`config.mk`:
```
export PLATFORM = sky130hd
export DESIGN_NAME = spike_monitor
export DESIGN_NICKNAME = d
export VERILOG_FILES = /design/src/rtl/spike_monitor.sv
export SDC_FILE = /design/constraint.sdc
export NUM_CORES = 1
export LEC_CHECK = 0
export BUFFER_PORTS_ARGS = -buffer_cell sky130_fd_sc_hd__buf_2
export CAP_MARGIN = 25
export CORE_MARGIN = 10
export CORE_UTILIZATION = 35
export CTS_BUF_LIST = sky130_fd_sc_hd__clkbuf_8
export DETAILED_ROUTE_END_ITERATION = 8
export PLACE_DENSITY = 0.61
export SETUP_SLACK_MARGIN = 0.5
export SLEW_MARGIN = 10
export SYNTH_ARGS = -nofsm -noshare
export SYNTH_HDL_FRONTEND = slang
export SYNTH_SLANG_ARGS = --single-unit
```
`constraint.sdc`:
```
create_clock -name clk -period 2.51 [get_ports clk]
set_input_delay 0.502 -clock clk [delete_from_list [all_inputs] [get_ports clk]]
set_output_delay 0.502 -clock clk [all_outputs]
set_load 0.05 [all_outputs]
```
`src/rtl/spike_monitor.sv`:
```
`default_nettype none
// ============================================================================
// Module      : spike_monitor
// Description : Watches the single-bit spike stream from a LIF neuron.
//               Detects rising edges, counts them over a programmable
//               window (saturating), and measures the inter-spike interval
//               in cycles (saturating at 255). Registered outputs with
//               one-cycle valid pulses.
// Ports       : clk        - block clock
//               reset_n    - synchronous active-low reset
//               spk        - spike level, already registered upstream
//               win_len    - window length minus one, in cycles
//               rate       - edge count of the last completed window
//               rate_valid - one-cycle pulse when rate updates
//               isi        - cycles between the last two spike edges
//               isi_valid  - one-cycle pulse when isi updates
// Revision    : 1.0 - initial release
// ============================================================================
module spike_monitor #(
  parameter int CNT_W = 8,
  parameter int WIN_W = 8
) (
  input  logic             clk,
  input  logic             reset_n,
  input  logic             spk,
  input  logic [WIN_W-1:0] win_len,
  output logic [CNT_W-1:0] rate,
  output logic             rate_valid,
  output logic [7:0]       isi,
  output logic             isi_valid
);

  localparam logic [0:0]       C_ST_WAIT_FIRST = 1'b0;
  localparam logic [0:0]       C_ST_TRACK      = 1'b1;
  localparam logic [CNT_W-1:0] C_CNT_MAX       = {CNT_W{1'b1}};
  localparam logic [7:0]       C_ICNT_MAX      = 8'hFF;

  logic             spk_d_q,      spk_d_d;
  logic [CNT_W-1:0] cnt_q,        cnt_d;
  logic [WIN_W-1:0] wcnt_q,       wcnt_d;
  logic [WIN_W-1:0] win_len_q,    win_len_d;
  logic [CNT_W-1:0] rate_q,       rate_d;
  logic             rate_valid_q, rate_valid_d;
  logic [0:0]       state_q,      state_d;
  logic [7:0]       icnt_q,       icnt_d;
  logic [7:0]       isi_q,        isi_d;
  logic             isi_valid_q,  isi_valid_d;

  logic             w_edge;
  logic             w_close;
  logic [CNT_W-1:0] w_cnt_sat;

  // spk is already registered upstream, so the edge is used combinationally.
  assign w_edge    = spk & ~spk_d_q;
  assign w_close   = (wcnt_q == win_len_q);
  // Count including this cycle's edge, so a closing-cycle edge lands in the
  // window that is closing.
  assign w_cnt_sat = (cnt_q == C_CNT_MAX) ? C_CNT_MAX
                                          : cnt_q + {{(CNT_W-1){1'b0}}, w_edge};

  // Window counter and rate path
  always_comb begin
    spk_d_d      = spk;
    win_len_d    = win_len_q;
    cnt_d        = w_cnt_sat;
    wcnt_d       = wcnt_q + {{(WIN_W-1){1'b0}}, 1'b1};
    rate_d       = rate_q;
    rate_valid_d = 1'b0;
    if (w_close) begin
      rate_d       = w_cnt_sat;
      rate_valid_d = 1'b1;
      cnt_d        = '0;
      wcnt_d       = '0;
      // A new length only takes effect at a window boundary.
      win_len_d    = win_len;
    end
  end

  // Inter-spike interval tracker
  always_comb begin
    state_d     = state_q;
    icnt_d      = icnt_q;
    isi_d       = isi_q;
    isi_valid_d = isi_valid_q;
    case (state_q)
      C_ST_WAIT_FIRST: begin
        // First edge only starts the interval; there is nothing to report.
        if (w_edge) begin
          state_d = C_ST_TRACK;
          icnt_d  = 8'd1;
        end
      end
      C_ST_TRACK: begin
        icnt_d      = (icnt_q == C_ICNT_MAX) ? C_ICNT_MAX : icnt_q + 8'd1;
        isi_valid_d = 1'b0;
        if (w_edge) begin
          isi_d       = icnt_q;
          isi_valid_d = 1'b1;
          icnt_d      = 8'd1;
        end
      end
      default: state_d = C_ST_WAIT_FIRST;
    endcase
  end

  always_ff @(posedge clk) begin
    if (!reset_n) begin
      spk_d_q      <= 1'b0;
      cnt_q        <= '0;
      wcnt_q       <= '0;
      win_len_q    <= win_len;
      rate_q       <= '0;
      rate_valid_q <= 1'b0;
      state_q      <= C_ST_WAIT_FIRST;
      icnt_q       <= 8'd0;
      isi_q        <= 8'd0;
      isi_valid_q  <= 1'b0;
    end else begin
      spk_d_q      <= spk_d_d;
      cnt_q        <= cnt_d;
      wcnt_q       <= wcnt_d;
      win_len_q    <= win_len_d;
      rate_q       <= rate_d;
      rate_valid_q <= rate_valid_d;
      state_q      <= state_d;
      icnt_q       <= icnt_d;
      isi_q        <= isi_d;
      isi_valid_q  <= isi_valid_d;
    end
  end

  assign rate       = rate_q;
  assign rate_valid = rate_valid_q;
  assign isi        = isi_q;
  assign isi_valid  = isi_valid_q;

endmodule
`default_nettype wire

```
==> results.md, run 1 <==
- The initial utilization of the core area, before any placement, comes to 0.3659.
- At the end of routability-driven placement, the weighted congestion stood at 0.7891.
- Data arrives at the worst endpoint at 1760 ps.
- Buffers inserted during clock tree synthesis total 5.
- The sum of negative setup slack is 0 ps.
- The length of the first detailed-routing pass in iterations is 4.
- The run finished with clean final reports.
- In this run the clock root is driven by a clkbuf_8.
- Dividing the detail-routed wire length by the instance count gives 12.73 µm.
- In this run the power density over the cells is 601.8 mW/mm².
- The final standard cell area without fillers is 0.002337 mm².
- After legalization and detailed placement, the total HPWL measured 2.702 mm.
- The prevailing post-synth register cell is dfxtp_1.
- The global router's overall resource usage is 0.08819.
- The worst path setup slack after routing is 734.2 ps.
- The first global-routing pass estimated 6.492 mm of wire.
- In this run the register-to-register setup slack is 730 ps.
- Timing analysis after detailed placement gives a worst setup slack of 612.3 ps.
- In this run the vertical extent of the chip is 96.57 µm.
- The number of vias after detailed routing is 1391.
- The worst-case IR drop observed on VDD is 309.5 µV.
- The final hold violation count is 0.
- Of the synthesized area, sequential elements account for 0.5463.
- Summed over all cells, the static leakage comes to 0.9992 nW.
- The number of flops mapped to enable cells by yosys is 8.
- The die is 96.57 µm wide.
- The path category of the worst min-delay check is in -> reg.
- The initial antenna violation count came to 0.
- Measured against its own limit, the worst slew margin works out to 0.6764.
- The number of storage elements in the synthesis netlist is 52.
- Sorting the synthesized cells by area gives the leading types as dfxtp_1, edfxtp_1, xor2_1.
- The detail route stage leaves a number of antenna-violating nets equal to 0.
- The time the final worst path needs with I/O delays and setup is 1776 ps.
- The fmax is 0.5631 GHz.
- The worst-case reg-to-reg path depth is 4.
- The later pin in the worst-skew pair is clocked with a latency of 290 ps.
- The cell with the largest stage delay on the worst path is nor4_2.
- The post-synthesis instance area is 0.002052 mm².
- Port buffering added 28 buffers.
- Among all cell types in the netlist, the one instantiated most often is dfxtp_1.
- TritonCTS built the clock tree.
- Summed over all layers, the routed wires come to 3.754 mm.
- The startpoint of the most critical register-to-register path is win_len_q[7].
- The number of buffers and inverters on the critical path is 1.
- Setup violations remaining at the end of the flow were counted as 0.
- The global-route met3 utilization is 0.03624.
- The average footprint of a synthesized cell is 10.69 µm².
- For this run, global-route usage on met2 was measured as 0.1269.
- By count the netlist is led by dfxtp_1, nor2_1, xor2_1.
- In this design, the stage delay of the slowest critical-path cell is 460 ps.
- The endpoint with the worst hold slack is win_len_q[3].
- Of all nets on the critical path, the largest fanout is 23.
- The cell count after synthesis is 192.
- The area growth from synthesis to layout is 13.90%.
- Counting flops with an async set or reset pin after synthesis yields a share of 0.
- In this run the most critical hold path is launched from win_len[3].
- Walking the worst path, the cells encountered are xor2_1, nor4_2, a21boi_4, inv_4.
- Buffers added to address setup during post-CTS repair amount to 0.
- In the finished design, the share of the clock period the worst path needs comes to 0.7075.
- The number of sinks driven by the clock tree is 52.
- The hold buffer count at cts is 0.
- The core box area is 0.005608 mm².
- Setup repair after global routing left no endpoint under its margin.
- The remaining routing DRC violations is 0.
- The max-slew violation count is 0.
- The met1 layer usage reported by global route is 0.1112.
- The top-level port count is 29.
- Using the TritonRoute via totals, the vias-per-cell ratio works out to 4.715.
- Of the cells placed in the final design, the portion with a size suffix greater than 1 is 0.1794.
- The most critical setup path has its startpoint at win_len_q[7].
- The worst hold path stage count is 1.
- The kind of cell adding the most delay to the critical path is simple AND/OR/NAND/NOR gates.
- The clock-pin slew reported for the worst setup and hold paths after clock tree synthesis is 90 ps.
- In the final design database the tool counted 238 nets.
- The post-synthesis net count is 207.
- The standard cell area after detailed placement is 0.002260 mm².
- For this run the aggregate overflow at the end of global routing stands at 0.
- Of the post-synthesis cell area, the dominant cell type holds 0.4293.
- The overall power after layout is 0.001407 W.
- Entering global routing, the biggest net connects 24 pins.
- At the pin with the least slew margin, the transition time is 484.2 ps.
- The number of distinct library cells after synthesis is 34.
- The via count of the first global-routing pass is 1403.
- The floorplan step defined a die boundary enclosing 0.009326 mm².
- The layer with the highest usage is met2.
- The number of rows in the core area is 27.
- The total of warnings raised by yosys is 0.
- Measured on the finished design, the core utilization comes to 0.4168.
- The buffer depth of the longest clock path is 2.
- The count of max-cap constraint violations is 0.
- The worst register-to-register path ends at win_len_q[1].
- The filler cell count is 576.
- The endpoint kind of the worst setup timing path is a flip-flop.
- The required time of the critical path is 2490 ps.
- The repair_antennas step left the layout with diodes totalling 0.
- The sort of element at the start of the critical path is a flip-flop.
- CTS built an H-tree with a depth of 2.
- Clock skew on the completed layout was measured at 4.667 ps.
- The quantity of gates resized following cts is 0.
- The cell accounting for the most synthesized area is dfxtp_1.
- The DRC violation total after the first TritonRoute iteration is 40.
- The type of the setup path with the least slack is reg -> reg.
-- sequential cells by signal, indices dropped and copies added, names as in the netlist --
signal / count
spk_d_q: 1
win_len_q: 8
cnt_q: 8
state_q: 1
rate: 8
wcnt_q: 8
icnt_q: 8
rate_valid: 1
isi: 8
isi_valid: 1
-- how the worst max path moves through the flow --
stage               slack [ps]            to  cells after the start
finish                     730  win_len_q[1]                      4
global route               610  win_len_q[1]                      4
CTS                        710  win_len_q[1]                      4
detailed placement         610       rate[4]                      8
global placement           660       rate[4]                      8
floorplan                  820  win_len_q[0]                      5
-- logic make-up (layout without fill, tap and decap cells) --
logic type | count (synthesis) | after routing | synth area share
xor gates and xnor gates | 17 | 17 | 0.07256
muxes | 11 | 11 | 0.05366
DFF | 52 | 52 | 0.5463
buffers and inverters | 7 | 38 | 0.01769
adders and majority gates | 4 | 4 | 0.02439
AOI/OAI and AO/OA | 20 | 20 | 0.08171
and+or+nand+nor | 81 | 81 | 0.2037
-- worst reg2reg max path, cell delays in order, from the launching register on --
cell      delay, ps
edfxtp_1        390
xor2_1          170
nor4_2          460
a21boi_4        180
inv_4           260
-- layer usage --
layer	vias to the layer above	wire length [µm]	part of all wire
met2	25	1567	0.42
met4	0	60	0.016
met1	625	1831	0.49
li1	736	-	-
met3	5	294	0.078
met5	-	0	0
-- area by class of cell --
class	count	area, µm²	area share
Sequential cell	52	1121	0.4797
Clock buffer	5	68.82	0.02944
Inverter	3	13.76	0.005889
Timing Repair Buffer	28	140.1	0.05996
Tap cell	72	90.09	0.03854
Clock inverter	2	8.758	0.003747
Multi-Input combinational cell	133	894.6	0.3828
-- report_power, final --
| part | switching (W) | leakage [nW] | total (W) | internal [W] |
|---|---|---|---|---|
| Clock | 0.000255 | 0.0452 | 0.000441 | 0.000186 |
| Sequential | 0.0000174 | 0.435 | 0.000884 | 0.000867 |
| Combinational | 0.0000472 | 0.519 | 0.0000812 | 0.0000340 |
-- stage by stage --
step	cells	hold slack [ps]
2_1_floorplan	192	435.8
3_3_place_gp	288	444.3
3_5_place_dp	288	443.3
4_1_cts	295	367.3
5_1_grt	295	366.2
6_report	295	376.0
-- cells in the final DEF, fill, tap and decap left out, drive strengths merged, types with 5 or more instances in the layout --
cell,Yosys,routed
buf,1,28
clkbuf,3,5
dfxtp,44,44
edfxtp,8,8
mux2i,11,11
nand2,7,7
nand3,10,10
nor2,30,30
nor2b,11,11
nor3,5,5
o2bb2ai,8,8
xor2,13,13
Power figures use the tool's default switching activity.
==> inputs of run 2 (changes only) <==
clock period = 1.7 ns   (was 2.51 ns; I/O delays follow)
==> results.md, run 2 (synthesis results as in run 1) <==
- The flow ran to the end, and the final reports show no timing, DRC or antenna violations.
- The hold buffer count at cts came to 0 (unchanged).
- The die boundary width is 96.57 µm (unchanged).
- The global router's overall resource usage came to 0.09075 (+0.002557).
- The total power density per cell area is 808.0 mW/mm² (+34%).
- The length of the first detailed-routing pass in iterations is 4 (unchanged).
- The fraction of layout cells with a size suffix above 1 is 0.3578 (+0.1784).
- The count of input and output buffers came to 28 (unchanged).
- The clock-pin slew reported for the worst setup and hold paths after clock tree synthesis is 100 ps (about the same).
- The top-level port count is 29 (unchanged).
- The count of max-cap constraint violations was 0 (unchanged).
- The area of the die is 0.009326 mm² (unchanged).
- The max-slew violation count is 0 (unchanged).
- The routed wire length per instance is 13.08 µm (+2.8%).
- Compared with the post-synthesis result, the final layout area differs by 29.39%.
- The routability-driven placement congestion ratio is 0.7675 (-2.7%).
- In the layout the commonest cells are nor2_1, dfxtp_1, dfxtp_2, buf_6, xor2_1.
- The overall power after layout is 0.002145 W (+53%).
- The type of the setup path with the least slack is reg -> reg.
- The sum of negative setup slack is 0 ps (unchanged).
- The wire length after detailed routing is 3.977 mm (+5.9%).
- The tree is rooted in a clkbuf_8.
- The capturing point of the worst reg2reg path is cnt_q[5].
- STA classifies the critical path startpoint as a flip-flop.
- The standby leakage power is 1.064 nW (+6.5%).
- The launch point of the worst hold path is win_len[5].
- Leaving out fill and tap cells, the most frequent cell in the layout is nor2_1.
- The via count of the first global-routing pass is 1445 (+3.0%).
- The setup slack on the worst flop-to-flop path came to 210 ps (-520 ps).
- The detailed placement HPWL is 2.711 mm (+0.33%).
- The fmax is 0.6715 GHz (+19%).
- The insertion delay of the later-clocked pin in the worst-skew pair is 300 ps (about the same).
- The via count normalized by instance count was 4.707 (-0.17%).
- The number of rows in the core area is 27 (unchanged).
- The buffer depth of the longest clock path is 2 (unchanged).
- The number of buffers created by CTS is 5 (unchanged).
- The net total in the final layout is 246 (+3.4%).
- The signal on the critical path passes through xor2_1, nor4_2, buf_4, a21boi_4, inv_6, buf_6, nor2_1.
- The largest individual stage delay along the critical path comes from the cell edfxtp_1.
- Setup repair after global routing could not meet its margin everywhere.
- The core box area came to 0.005608 mm² (unchanged).
- The startpoint of the most critical register-to-register path is win_len_q[7].
- The remaining number of nets flagged by the antenna check after routing is 0 (unchanged).
- The time the final worst path needs with I/O delays and setup is 1489 ps (-286.5 ps).
- The largest fanout on the critical path is 9 (-61%).
- The ratio of final minimum period to clock period is 0.8761 (+0.1686).
- The worst-case reg-to-reg path depth is 7 (+3).
- The total inserted antenna cells is 0 (unchanged).
- The number of sinks driven by the clock tree is 52 (unchanged).
- The slew at the pin with the worst max-slew slack came to 382.8 ps (-101.4 ps).
- The required time of the critical path is 1890 ps (-600 ps).
- The path category of the worst min-delay check is in -> reg.
- The largest stage delay on the critical path is 390 ps (-70 ps).
- The effective utilization at floorplan is 0.3659 (unchanged).
- The die extent in y is 96.57 µm (unchanged).
- The number of vias after detailed routing is 1431 (+2.9%).
- The total global routing overflow was 0 (unchanged).
- The maximum number of pins on one net before global-route repair is 17 (-29%).
- The total setup violations reported at the end of the flow is 0 (unchanged).
- The final hold violation count is 0 (unchanged).
- The remaining routing DRC violations came to 0 (unchanged).
- The post-route clock skew was 12.95 ps (+8.284 ps).
- The global-route wire length before repair is 6.748 mm (+3.9%).
- The initial antenna violation count is 0 (unchanged).
- The DRC violation total after the first TritonRoute iteration is 25 (-38%).
- The clock tree from TritonCTS is done.
- The path with the worst hold slack has its endpoint at win_len_q[5].
- The level count of the clock H-tree is 2 (unchanged).
- The arrival time reported for the critical path endpoint is 1680 ps (-80 ps).
- The worst hold margin came to 203.1 ps (-172.9 ps).
- The worst hold path stage count was 1 (unchanged).
- The worst-case vdd ir drop is 489.5 µV (+58%).
- The tightest slew margin relative to the limit is 0.7439 (+0.06745).
- STA classifies the critical path endpoint as a flip-flop.
==> run 2: routing by layer <==
layer  wire length (µm)  share of wire  GRT usage
met1               1925           0.48     0.1122
met2               1768           0.44     0.1425
met3                258          0.065    0.03470
met4                 24         0.0060    0.02906
met5                  0              0          0
==> run 2: how the worst max path moves through the flow <==
stage	to	cells past startpoint	start	slack [ps]
after floorplan	win_len_q[0]	5	win_len_q[2]	40
after global placement	rate[4]	8	spk	-40
after detailed placement	rate[4]	8	spk	-60
after CTS	cnt_q[5]	7	win_len_q[0]	200
after global routing	cnt_q[5]	7	win_len_q[2]	110
final	cnt_q[5]	7	win_len_q[7]	210
==> run 2: timing repair <==
| item | in CTS | in global routing |
|---|---|---|
| setup endpoints to repair | 68 | 66 |
| gates resized for setup | 33 | 33 |
| setup buffers | 1 | 1 |
| cloned | 1 | 0 |
| pin swaps | 0 | 4 |
==> run 2: final cells by class <==
type                            instances  area [µm²]
Fill cell                             539        2953
Timing Repair inverter                  1       3.754
Tap cell                               72       90.09
Timing Repair Buffer                   35       309.0
Clock buffer                            5       68.82
Clock inverter                          3       16.27
Sequential cell                        52        1145
Inverter                                3       16.27
Multi-Input combinational cell        133        1006
==> run 2: worst max-delay path: cells and delay by family, from the launching register on <==
family,cells,cell delay (ps)
and+or+nand+nor,2,320
AOI/OAI and AO/OA,1,80
buffers and inverters,3,410
DFF,1,390
xor gates and xnor gates,1,180
==> run 2: report_power, final <==
group | total, W | switching (W) | internal (W)
Sequential | 0.00131 | 0.0000292 | 0.00128
Combinational | 0.000156 | 0.0000826 | 0.0000730
Clock | 0.000679 | 0.000396 | 0.000283
==> run 2: per-stage QoR <==
| stage | worst slack, ps | util | cells | cell area (µm²) |
|---|---|---|---|---|
| after floorplan | 41.70 | - | 192 | 2115 |
| after global placement | -37.70 | 0.4199 | 293 | 2355 |
| after detailed placement | -61.26 | 0.4199 | 293 | 2355 |
| after CTS | 197.8 | 0.4538 | 303 | 2545 |
| after global routing | 109.1 | 0.4734 | 304 | 2655 |
| final | 210.7 | 0.4734 | 304 | 2655 |
